===== config.mk =====
export PLATFORM = sky130hd
export DESIGN_NAME = counter_updown_mod
export DESIGN_NICKNAME = d
export VERILOG_FILES = /design/src/rtl/counter_pkg.sv /design/src/rtl/edge_detect_rise.sv /design/src/rtl/counter_updown_mod.sv
export SDC_FILE = /design/constraint.sdc
export NUM_CORES = 1
export LEC_CHECK = 0
export ABC_AREA = 1
export CAP_MARGIN = 20
export CORE_MARGIN = 10
export CORE_UTILIZATION = 47
export DETAILED_ROUTE_END_ITERATION = 6
export PLACE_DENSITY = 0.78
export SETUP_SLACK_MARGIN = 0.4
export SLEW_MARGIN = 20
export SYNTH_ARGS = -nofsm -noshare
export SYNTH_HDL_FRONTEND = slang
export SYNTH_HIERARCHICAL = 1
export SYNTH_SLANG_ARGS = --single-unit

===== constraint.sdc =====
create_clock -name Clk -period 1.77 [get_ports Clk]
set_clock_uncertainty 0.05 [all_clocks]
set_input_delay 0.2655 -clock Clk [delete_from_list [all_inputs] [get_ports Clk]]
set_output_delay 0.2655 -clock Clk [all_outputs]
set_load 0.005 [all_outputs]

===== src/rtl/counter_pkg.sv =====
// Shared definitions for the board-level counter family: direction encoding
// and the elaboration-time modulus legality check.
package counter_pkg;

    localparam logic DIR_UP   = 1'b1;
    localparam logic DIR_DOWN = 1'b0;

    // A modulus is legal when the counter can hold every value 0..MODULUS-1
    // and there are at least two states to move between.
    function automatic bit modulus_legal(input int unsigned width,
                                         input longint unsigned modulus);
        if (width == 0 || width > 62) begin
            return 1'b0;
        end
        return (modulus >= 64'd2) && (modulus <= (64'd1 << width));
    endfunction

endpackage


===== src/rtl/edge_detect_rise.sv =====
// Rising-edge detector on a level input. The history register resets to a
// configurable value so a level already high at reset release is not an edge.
module edge_detect_rise #(
    parameter logic RESET_VAL = 1'b1
) (
    input  logic clk_i,
    input  logic rst_i,
    input  logic level_i,
    output logic rise_o
);

    logic hist_q;
    logic hist_d;

    always_comb begin
        hist_d = level_i;
    end

    always_ff @(posedge clk_i) begin
        if (rst_i) begin
            hist_q <= RESET_VAL;
        end else begin
            hist_q <= hist_d;
        end
    end

    assign rise_o = level_i & ~hist_q;

endmodule


===== src/rtl/counter_updown_mod.sv =====
// Parametrised up/down modulo counter with load, wrap/saturate limits,
// optional single-step advance, terminal count and wrap/overflow flags.
module counter_updown_mod
    import counter_pkg::*;
#(
    parameter int WIDTH     = 8,
    parameter int MODULUS   = 256,
    parameter bit SATURATE  = 1'b0,
    parameter bit STEP_MODE = 1'b0
) (
    input  logic             Clk,
    input  logic             Clr,
    input  logic             Enable,
    input  logic             Up,
    input  logic             Load,
    input  logic [WIDTH-1:0] D,
    input  logic             Step,
    output logic [WIDTH-1:0] Q,
    output logic             Tc,
    output logic             Wrap,
    output logic             Ovf
);

    if (!modulus_legal(WIDTH, MODULUS)) begin : g_illegal_modulus
        $fatal(1, "counter_updown_mod: MODULUS out of range for WIDTH");
    end

    // Limits are held one bit wider so MODULUS = 2**WIDTH is representable.
    localparam logic [WIDTH:0]   MOD_EXT = (WIDTH+1)'(MODULUS);
    localparam logic [WIDTH:0]   MAX_EXT = (WIDTH+1)'(MODULUS - 1);
    localparam logic [WIDTH-1:0] MAX_Q   = WIDTH'(MODULUS - 1);

    logic [WIDTH-1:0] q_q, q_d;
    logic             wrap_q, wrap_d;
    logic             ovf_q, ovf_d;

    logic             step_rise;
    logic             advance;
    logic             at_max;
    logic             at_min;
    logic [WIDTH:0]   d_ext;
    logic [WIDTH-1:0] d_clamped;

    edge_detect_rise #(
        .RESET_VAL (1'b1)
    ) u_step_edge (
        .clk_i   (Clk),
        .rst_i   (Clr),
        .level_i (Step),
        .rise_o  (step_rise)
    );

    assign advance   = Enable & (STEP_MODE ? step_rise : 1'b1);
    assign at_max    = ({1'b0, q_q} == MAX_EXT);
    assign at_min    = (q_q == '0);
    assign d_ext     = {1'b0, D};
    assign d_clamped = (d_ext < MOD_EXT) ? D : MAX_Q;

    always_comb begin
        q_d    = q_q;
        wrap_d = 1'b0;
        ovf_d  = ovf_q;
        if (Load) begin
            q_d   = d_clamped;
            ovf_d = 1'b0;
        end else if (advance) begin
            if (Up == DIR_UP) begin
                if (!at_max) begin
                    q_d = q_q + WIDTH'(1);
                end else if (SATURATE) begin
                    ovf_d = 1'b1;
                end else begin
                    q_d    = '0;
                    wrap_d = 1'b1;
                    ovf_d  = 1'b1;
                end
            end else begin
                if (!at_min) begin
                    q_d = q_q - WIDTH'(1);
                end else if (SATURATE) begin
                    ovf_d = 1'b1;
                end else begin
                    q_d    = MAX_Q;
                    wrap_d = 1'b1;
                    ovf_d  = 1'b1;
                end
            end
        end
    end

    always_ff @(posedge Clk) begin
        if (Clr) begin
            q_q    <= '0;
            wrap_q <= 1'b0;
            ovf_q  <= 1'b0;
        end else begin
            q_q    <= q_d;
            wrap_q <= wrap_d;
            ovf_q  <= ovf_d;
        end
    end

    // Tc ignores STEP_MODE so a downstream stage can use it as its enable.
    assign Tc   = Enable & ((Up == DIR_UP) ? at_max : at_min);
    assign Q    = q_q;
    assign Wrap = wrap_q;
    assign Ovf  = ovf_q;

endmodule

# Yosys cells after proc, flatten, opt, wreduce, memory -nomap -nowiden
# Cells that the tools add are included.
word_totals:
  reg_bits: 10
  inputBits: 14
  out_inout_bits: 11
  elab_cells: 29
classes:
  addsub: 2
  order_cmp: 1
  n_eq_ne: 2
  mux: 13
  bitwise: 2
  n_reduce_logical: 6
op_table:
  columns: ["operator", "count"]
  rows:
  - ["8-bit two-way mux", 6]
  - ["8-bit by 9-bit less-than comparator with 1-bit output, second input constant", 1]
  - ["8-bit by 1-bit adder with 8-bit output, second input constant", 1]
  - ["8-bit equality test, second input constant", 1]
  - ["8-bit zero test", 1]
  - ["8-bit by 1-bit subtractor with 8-bit output, second input constant", 1]
  - ["1-bit two-way mux", 7]
  - ["2-bit nonzero test", 2]
  - ["3-bit AND reduction", 1]
  - ["3-bit OR reduction", 1]
  - ["2-bit by 1-bit != test with 1-bit output, second input constant", 1]
  - ["2-bit OR reduction", 1]
  - ["1-bit AND", 1]
  - ["1-bit inverter", 1]

# Depth between registers and ports, before layout
logic_depth:
  word_depth: 5
  depth_mapped: 10
  depth_no_buf: 10

# Worst setup path before layout
# No wires, ideal clock.
synth_path:
  kind: "register -> output"
  from: "register q_q[0], in the netlist Q[0]"
  to: "output port Tc"
  arrival_ns: 1.136
  required_time_ns: 1.454
  setup_slack_ns: 0.319
  path_stages_with_launch: 9
  path_buffers: 0
  cell_sequence: "dfxtp_1 -> inv_1 -> ha_1 -> inv_1 -> nor3_2 -> nand3_2 -> nand2_1 -> nand2_1 -> inv_2"
synth_via:
  elab_chain_cells: 3
  elab_cells_between_ends: 4
  cone_classes: "eq/ne: 1; mux: 1; bitwise: 1; reduce/logical: 1"
synth_rtl:
  columns: ["element", "line_no", "rtl"]
  rows:
  - ["start: declaration", "counter_updown_mod.sv:33", "logic [WIDTH-1:0] q_q, q_d;"]
  - ["start signal: assignment", "counter_updown_mod.sv:97", "q_q <= q_d;"]
  - ["8-bit equality test / 8-bit zero test (equally long branches)", "counter_updown_mod.sv:54, counter_updown_mod.sv:55", null]
  - ["1-bit two-way mux (*)", "counter_updown_mod.sv:104", "assign Tc = Enable & ((Up == DIR_UP) ? at_max : at_min);"]
  - ["1-bit AND (*)", "counter_updown_mod.sv:104", null]
  - ["end: declaration", "counter_updown_mod.sv:19", "output logic Tc,"]
# Every way passes the cells marked *; elsewhere a longest branch is shown, timed or not.

# Worst setup path in the final report
layout_path:
  from: "register q_q[1], in the netlist Q[1]"
  to: "output port Tc"
# Same word-level chain as after synthesis.

==> summary.txt <==
fmax: 537 MHz
status: complete, but fails checks
total track usage: 16.7%
worst hold path depth: 3
hpwl dp: 2.39 mm
delay-heaviest family, CP: simple AND/OR/NAND/NOR gates
# rows: 15
RSZ-0062 raised after global routing: yes
hold_buf cts: 0
fin cells: 225
Initial DRC Count: 119
io pins: 25
PwrDens: 584 nW/um^2
TNS Setup: -0.106 ns
cell taking the most area after synthesis: dfxtp_1
post-synth net total: 156
Final Critical Period: 1.86 ns
worst-margin pin slew: 0.428 ns
commonest cells in the netlist: 41 x nand2_1, 15 x nand3_1, 13 x inv_1, 10 x dfxtp_1, 9 x nor2_1
crit path buf inv count: 4
GP Congestion: 0.881
Post-synth ARST share: 0%
crit-path cells: inv_4, ha_4, inv_2, nor3_4, nand3_2, nand2_2, nand2_2, inv_2, buf_6
slowest library cell on the worst path: dfxtp_4
Buffers on Ports: 23
CTS Root Cell: clkbuf_4
crit start category: flop
placed cell count: 209
r2r setup slk: -0.01 ns
final WL: 4.57 mm
reg-to-reg endpoint: Q[4]
hold endpoint: Q[1]
nets: 219
count of final max-slew check failures: 0
clk sinks: 10
top_reg_cell synth: dfxtp_1
clk_lat worst skew: 0.29 ns
HP Class: input port to flop
total power: 0.000954 W
Design Area, Final: 1630 sq um
Slew headroom: 71.3%
post-synthesis cell type count: 29
Final Hold Viols: 0
initial antenna violation count: 0
H-tree lvl count: 1
DRC viols: 0
die width: 63.4 microns
ANT nets after route: 0
diode count: 0
CP Depth: 9
Inserted Clock Buffers: 3
CP endpoint kind: primary output
CP max FO: 3
die area: 4020 sq um
Synth Cell Area: 886 sq um
failing checks: negative setup slack
layout cells sized above 1: 52.5%
vias in the first global route: 1220
count leader, synth: nand2_1
DP Area: 1340 sq um
Seq/Total Area, Yosys: 22.6%
synthesized instance count: 139
gr ovfl total: 0
top cells by area, synth: dfxtp_1 23%, nand2_1 17%, nand3_1 8.5%
Leakage: 0.811 nW
Worst Reg-to-Reg Cells: 12
R2R Path Start: Q[1]
routed vias/inst: 6.00
Crit path required time: 1.45 ns
post-synth top area share: 22.6%
yosys warns: 6
P&R area growth vs syn: 84.5%
CTS tree: yes
Clock Path Buffers: 2
Die Span Y: 63.4 microns
Post-synth EDFFs: 0
DR pass1 iterations: 6
Clk pin slew, worst setup/hold paths: 0.08 ns
Avg Inst Size Synth: 6.37 sq um
Final Cycle Share: 105%
max incr delay on CP: 0.37 ns
# setup viols final: 2
crit path kind: flop to primary output
worst setup slack after layout: -0.0919 ns
via count: 1349
core area: 1760 sq um
largest net degree at the start of global routing: 10
first-pass GRT wire length: 5.55 mm
Starting Density: 50.2%
critical path arrival: 1.55 ns
maximum VDD drop: 0.000698 V
Hold Path Origin: Load
total of max-cap violations: 0
Seq cells post-synth: 10
Avg WL per Cell: 20.3 microns
==> cell families (layout without fill, tap and decap cells) <==
| family | after synthesis | in the layout | synth area share, % |
|---|---|---|---|
| compound gates | 18 | 18 | 14.0 |
| simple gates | 81 | 81 | 43.8 |
| xor+xnor | 4 | 4 | 3.96 |
| fa+ha+maj | 3 | 3 | 4.24 |
| flops | 10 | 10 | 22.6 |
| buf+inv | 23 | 84 | 11.4 |
==> layout by cell type, fill, tap and decap left out, types with 6 or more instances in the layout <==
cell type	Yosys	layout
nand2_2	2	10
nand3_1	15	9
inv_2	6	7
nand2_1	41	30
buf_4	0	30
clkdlybuf4s50_1	0	11
nor2_1	9	7
inv_1	13	10
nand3_2	3	9
buf_6	2	8
dlygate4sd2_1	0	6
==> stage by stage <==
step                hold WS (ns)  setup WS, ns  util (%)
floorplan                  0.371         0.384         -
global placement           0.403        -0.163      76.2
detailed placement         0.418        -0.204      76.2
CTS                        0.430        0.0351      84.4
global route               0.406        -0.114      92.6
finish                     0.380       -0.0919      92.6
==> power by group <==
part	leakage [nW]	switching [W]	internal, W
clock	0.0138	0.0000977	0.0000793
sequential	0.0865	0.0000266	0.000244
combinational	0.710	0.000261	0.000246
total	0.811	0.000385	0.000569
==> metal layers <==
layer,share of wire [%],up-vias,routed length [microns],track usage (%)
met1,35,635,1580,17.7
met5,0,-,0,0
met2,49,103,2260,28.5
met3,9.3,32,426,4.42
met4,6.6,0,300,10.4
li1,-,579,-,-
==> timing repair <==
item / in CTS / in global routing
gates cloned: 0 / 0
endpoints found under the setup margin: 18 / 13
gates resized for setup: 39 / 35
setup buffers: 7 / 6
endpoints found under the hold margin: 0 / 0
pin swaps: 8 / 17
==> sequential cells by signal, indices dropped and copies added (netlist names) <==
| register | flops |
|---|---|
| Wrap | 1 |
| Q | 8 |
| Ovf | 1 |
==> tightest hold or removal path, delay by kind of cell <==
family	cells	cell delay [ns]
buffers and inverters	1	0.21
AND/OR/NAND/NOR	1	0.10
AO/OA/AOI/OAI	1	0.09
==> worst max path at each step <==
stage / to / slack, ns / start
3_3_place_gp: Tc / -0.16 / Up
4_1_cts: Tc / 0.04 / Q[1]
5_1_grt: Tc / -0.11 / Q[1]
3_5_place_dp: Tc / -0.20 / Up
6_report: Tc / -0.09 / Q[1]
2_1_floorplan: Tc / 0.38 / Q[1]
==> area by class of cell <==
class,instances,area (sq um)
Clock buffer,3,22.5
Tap cell,25,31.3
Multi-Input combinational cell,106,731
Sequential cell,10,223
Timing Repair Buffer,62,551
Fill cell,79,130
Inverter,19,76.3
No activity file was read; power rests on OpenSTA's default activity.
